`src/rtl/kyber_pkg.sv`:
```
`default_nettype none
// kyber_pkg: shared Kyber arithmetic constants, coefficient types and helpers.
// Revision 1.0
package kyber_pkg;

  localparam int KYBER_Q = 3329;
  localparam int QINV    = 62209;
  localparam int MONT    = 2285;
  localparam int MONT_R2 = 1353;
  localparam int WID     = 16;
  localparam int MWID    = 32;

  typedef logic signed [WID-1:0]  coef_t;
  typedef logic signed [MWID-1:0] prod_t;

  // Maps a value in (-q, q) onto the canonical range [0, q-1].
  function automatic logic [WID-1:0] canon_q(input coef_t t);
    coef_t q_c;
    q_c = coef_t'(KYBER_Q);
    return t[WID-1] ? WID'(t + q_c) : WID'(t);
  endfunction

endpackage
`default_nettype wire

```
`src/rtl/mont_redc_pipe.sv`:
```
`default_nettype none
// mont_redc_pipe: two-stage signed Montgomery reduction, returns p * 2^-16 mod q in (-q, q).
// Revision 1.0
module mont_redc_pipe
  import kyber_pkg::*;
(
  input  logic  clk,
  input  logic  rst,
  input  logic  en,
  input  logic  in_valid,
  input  logic  in_last,
  input  prod_t in_data,
  output logic  out_valid,
  output logic  out_last,
  output coef_t out_data
);

  localparam logic [WID-1:0] QINV_W = WID'(QINV);
  localparam prod_t          Q_P    = prod_t'(KYBER_Q);

  logic [WID-1:0] u_lo;
  logic           a_valid;
  logic           a_last;
  prod_t          a_p;
  coef_t          a_u;
  prod_t          diff;

  // Only the low half of the product matters for u, so a 16x16 multiply suffices.
  assign u_lo = in_data[WID-1:0] * QINV_W;

  // The low 16 bits of diff are zero by construction; the high half is the result.
  assign diff = a_p - prod_t'(a_u) * Q_P;

  always_ff @(posedge clk) begin
    if (rst) begin
      a_valid   <= 1'b0;
      a_last    <= 1'b0;
      a_p       <= '0;
      a_u       <= '0;
      out_valid <= 1'b0;
      out_last  <= 1'b0;
      out_data  <= '0;
    end else if (en) begin
      a_valid   <= in_valid;
      a_last    <= in_valid & in_last;
      out_valid <= a_valid;
      out_last  <= a_valid & a_last;
      if (in_valid) begin
        a_p <= in_data;
        a_u <= u_lo;
      end
      if (a_valid) begin
        out_data <= diff[MWID-1:WID];
      end
    end
  end

endmodule
`default_nettype wire

```
`src/rtl/montgomery_encode.sv`:
```
`default_nettype none
// montgomery_encode: streaming converter a -> a*2^16 mod q in [0, q-1], 4-stage valid/ready pipeline.
// Revision 1.0
module montgomery_encode
  import kyber_pkg::*;
(
  input  logic                  clk,
  input  logic                  rst,
  input  logic                  in_valid,
  output logic                  in_ready,
  input  logic signed [WID-1:0] in_data,
  input  logic                  in_last,
  output logic                  out_valid,
  input  logic                  out_ready,
  output logic        [WID-1:0] out_data,
  output logic                  out_last
);

  localparam prod_t R2_P = prod_t'(MONT_R2);

  logic  advance;
  logic  s1_valid;
  logic  s1_last;
  prod_t s1_p;
  logic  red_valid;
  logic  red_last;
  coef_t red_t;

  // The whole pipeline moves in lockstep; bubbles are held, never squeezed out.
  assign advance  = ~out_valid | out_ready;
  assign in_ready = advance;

  always_ff @(posedge clk) begin
    if (rst) begin
      s1_valid <= 1'b0;
      s1_last  <= 1'b0;
      s1_p     <= '0;
    end else if (advance) begin
      s1_valid <= in_valid;
      s1_last  <= in_valid & in_last;
      if (in_valid) begin
        s1_p <= prod_t'(in_data) * R2_P;
      end
    end
  end

  mont_redc_pipe u_redc (
    .clk       (clk),
    .rst       (rst),
    .en        (advance),
    .in_valid  (s1_valid),
    .in_last   (s1_last),
    .in_data   (s1_p),
    .out_valid (red_valid),
    .out_last  (red_last),
    .out_data  (red_t)
  );

  always_ff @(posedge clk) begin
    if (rst) begin
      out_valid <= 1'b0;
      out_last  <= 1'b0;
      out_data  <= '0;
    end else if (advance) begin
      out_valid <= red_valid;
      out_last  <= red_valid & red_last;
      if (red_valid) begin
        out_data <= canon_q(red_t);
      end
    end
  end

endmodule
`default_nettype wire

```
`config.mk`:
```
export PLATFORM = sky130hd
export DESIGN_NAME = montgomery_encode
export DESIGN_NICKNAME = d
export VERILOG_FILES = /design/src/rtl/kyber_pkg.sv /design/src/rtl/mont_redc_pipe.sv /design/src/rtl/montgomery_encode.sv
export SDC_FILE = /design/constraint.sdc
export NUM_CORES = 1
export LEC_CHECK = 0
export ABC_CLOCK_PERIOD_IN_PS = 7030
export BUFFER_PORTS_ARGS = -buffer_cell sky130_fd_sc_hd__buf_2
export CORE_UTILIZATION = 64
export CTS_CLUSTER_SIZE = 24
export DETAILED_ROUTE_END_ITERATION = 10
export PLACE_DENSITY = 0.82
export SKIP_LAST_GASP = 1
export SYNTH_ARGS = -nofsm -noshare
export SYNTH_HDL_FRONTEND = slang
export SYNTH_SLANG_ARGS = --single-unit
export TNS_END_PERCENT = 1
```
`constraint.sdc`:
```
create_clock -name clk -period 7.03 [get_ports clk]
set_input_delay 0 -clock clk [delete_from_list [all_inputs] [get_ports clk]]
set_output_delay 0 -clock clk [all_outputs]
set_load 0.02 [all_outputs]
```
==> results.md <==
* Crit path top cell by count: ha_1
* Top delay family on crit path: compound AO/OA/AOI/OAI gates
* Worst min-delay path category: in2reg
* EDFF count, synth at 0
* H-tree depth at 3
* Post-CTS sizing at 0
* # Max-Cap Violations at 0
* Area Growth Syn to Fin at 6.546%
* Residual DRC at 0
* DRT antenna net count at 0
* Die Y at roughly 130 µm
* Filler instances at 1,292
* Tot GR Track Use at between 20% and 30%
* Final worst setup slack at 942.2 ps
* Outcome: finished, final reports clean
* Mapped cell area at 10,800 µm²
* Layout cells sized above 1 at 6.006%
* Worst hold slack at approximately 15 ps
* Type of element capturing the critical path: flip-flop
* Max IR drop VDD at 0.0001573 V
* Sum of buffers and inverters on the critical path at 2
* Internal at 1987 µW
* DP Wirelength at 17,060 µm
* Core ar. at between 15,000 and 20,000 µm²
* CP Launch Type: flip-flop
* Clock skew at 8.211 ps
* Gpl congestion at between 0.9 and 1
* Row count at 47
* Die X at 131.9 µm
* Syn Area/Cell at 8.956 µm²
* First-pass GRT wire length at roughly 36,000 µm
* CTS root buf: clkbuf_16
* Setup TNS Final at 0 ps
* Yosys warns at 0
* Mux share of post-synthesis cell area at less than 1%
* Ys flop type: dfxtp_1
* Crit path arrival time at around 6400 ps
* Area share of the largest cell type after synthesis at 25.25%
* Combinational family with the most area after synthesis: adder cells
* Nets at 1,552
* Worst skew pair latency at roughly 350 ps
* Fin util at 69.64%
* WP data required at 7330 ps
* CTS clk-pin slew, worst paths at 70 ps
* Achievable frequency at 0.1643 GHz
* Wire per inst at about 14 µm
* Final setup vio count at 0
* Synth Instances at 1,206
* Num CTS Buffers at 9
* Largest net degree at the start of global routing at 87
* Synth Area in Adders at 41.01%
* RSZ-0062 raised after global routing: false
* Total number of vias at about 8,000
* Max_slew headroom at about a fifth
* Top Ports at 40
* Power Density at between 300 and 400 nW/µm²
* Slack of the worst reg-to-reg path at 940 ps
* Post-Synth Simple-Gate Area at 13.50%
* Initial antenna violation count at 0
* Top post-synthesis cells by area: ha_1 25%, dfxtp_1 19%, fa_1 16%
* Post-synthesis xor/xnor area fraction at ~5.6%
* N_diodes at 0
* Clk pwr share at 14.1%
* Critical path cell sequence: ha_1 -> inv_1 -> fa_1 -> inv_1 -> ha_1 -> fa_1 -> ha_1 -> ha_1 -> a21oi_1 -> o21bai_1 -> a221o_2 -> a41oi_1 -> o21bai_1 -> a21oi_1 -> xor2_1 -> ha_1 -> a21o_1 -> a221oi_1 -> o21bai_1 -> a22o_1 -> a211oi_1 -> and2_1 -> o22ai_1 -> nand3_1
* Critical Path Fanout Max at 7
* Max-slew violations at 0
* Biggest area consumer among synthesized cells: ha_1
* Via density at 5.630
* Synth Area in Compound Gates at 14.25%
* Pre-CTS setup slack at 1030 ps
* Clock sinks at 104
* Sequential element share of the synthesized area at between 10% and 20%
* Commonest cells post-synth: 218 x ha_1, 161 x nand2_1, 138 x inv_1
* Syn nets at 1,530
* Post-CTS Setup Inserts at 0
* DRT Pass-1 Iters at 7
* Least-Margin Pin Slew at 1210 ps
* Sw Ratio at about 45%
* Die area at 17,400 µm²
* Seq pwr share at 21.2%
* Routed WL at 20,860 µm
* Total gr overflow at 0
* Tmin final at between 6000 and 7000 ps
* Number of port buffers at 39
* Async SR Flop Fraction at 0%
* Number of global-route vias before repair at 8,175
* Initial Util at 65.36%
* Final period utilization at roughly 87%
* Top-count cell post-synth: ha_1
* Drt initial violations at 370
* Yosys cell types at 66
* Max stage delay on crit path at about 500 ps
* CTS tree: done
* Yosys reg bits at roughly 100
* Psw at 1595 µW
* Hold buffers post-CTS at 6
* Class of the most critical setup path: reg2reg
* Clk buf depth at 2
* Comb pwr share at around 65%
* Final hold violations at 0
* Slowest cell on the critical path: fa_1
* P_leak at 0.005793 µW
==> worst min-delay path, cell delays in order <==
cell and delay (ps):
buf_2 70, nor2b_1 110, nand2_1 90, a21oi_1 50
==> path summary, 6_finish.rpt <==
| kind | start | end | depth (start not counted) |
|---|---|---|---|
| max | u_redc.a_u[1] | u_redc.out_data[14] | 24 |
| min | out_ready | u_redc.out_last | 4 |
| max reg2reg | u_redc.a_u[1] | u_redc.out_data[14] | 24 |
| min reg2reg | u_redc.out_last | u_redc.out_last | 2 |
==> per-stage QoR <==
stage	power, µW	area, µm²	instances
floorplan	2622	10800	1206
global placement	3000	11150	1431
finish	3582	11510	1452
CTS	3604	11510	1452
detailed placement	3080	11150	1431
global route	3937	11510	1452
==> power groups by stage <==
stage	sequential [µW]	clock [µW]	combinational [µW]
floorplan	755	0	1870
global placement	771	0	2230
detailed placement	773	0	2310
CTS	760	511	2330
global route	773	529	2630
finish	760	504	2320
==> area by class of cell <==
class | instances | area [µm²] | share of cell area [%]
multi-input cells | 927 | 8060 | 70.04
repair buffers | 47 | 272.8 | 2.370
clock inverters | 4 | 52.55 | 0.4567
inverters | 139 | 521.8 | 4.534
well taps | 220 | 275.3 | 2.392
clock buffers | 11 | 242.7 | 2.109
flip-flops and latches | 104 | 2082 | 18.09
==> metal layers <==
layer / wire length, µm / GRT usage [%]
met5: 0 / 0
met4: 227 / 6.202
met3: 357 / 2.499
met2: 10710 / 45.94
met1: 9570 / 31.88
==> state kept, by name, summed over array words and instances (netlist names), 16 cells and up <==
register	flops
u_redc.a_u	16
u_redc.out_data	16
out_data	16
s1_p	28
u_redc.a_p	20
==> kinds of logic after synthesis <==
kind of cell | count (synthesis)
and+or+nand+nor | 319
xor gates and xnor gates | 69
DFF | 104
buffers and inverters | 175
adders and majority gates | 303
AOI/OAI and AO/OA | 233
muxes | 3
==> placed cells by master (no fill, tap or decap), types with 5 or more instances in the layout <==
cell and count:
nand2_1 161, xor2_1 28, a21o_1 20, dfxtp_1 104, nor2_1 47, nand3_1 29, clkbuf_16 9, o21ai_0 13
dlygate4sd3_1 6, nand2b_1 10, or3_1 5, ha_1 218, fa_1 85, o21a_1 7, buf_2 38, o21bai_1 7
nand4_1 11, nor2b_1 7, inv_1 138, xnor2_1 41, a211oi_1 23, a21oi_1 111, and3_1 9, nor3_1 10
and2_1 10, a31oi_1 6, o211ai_1 7
Power figures use the tool's default switching activity.
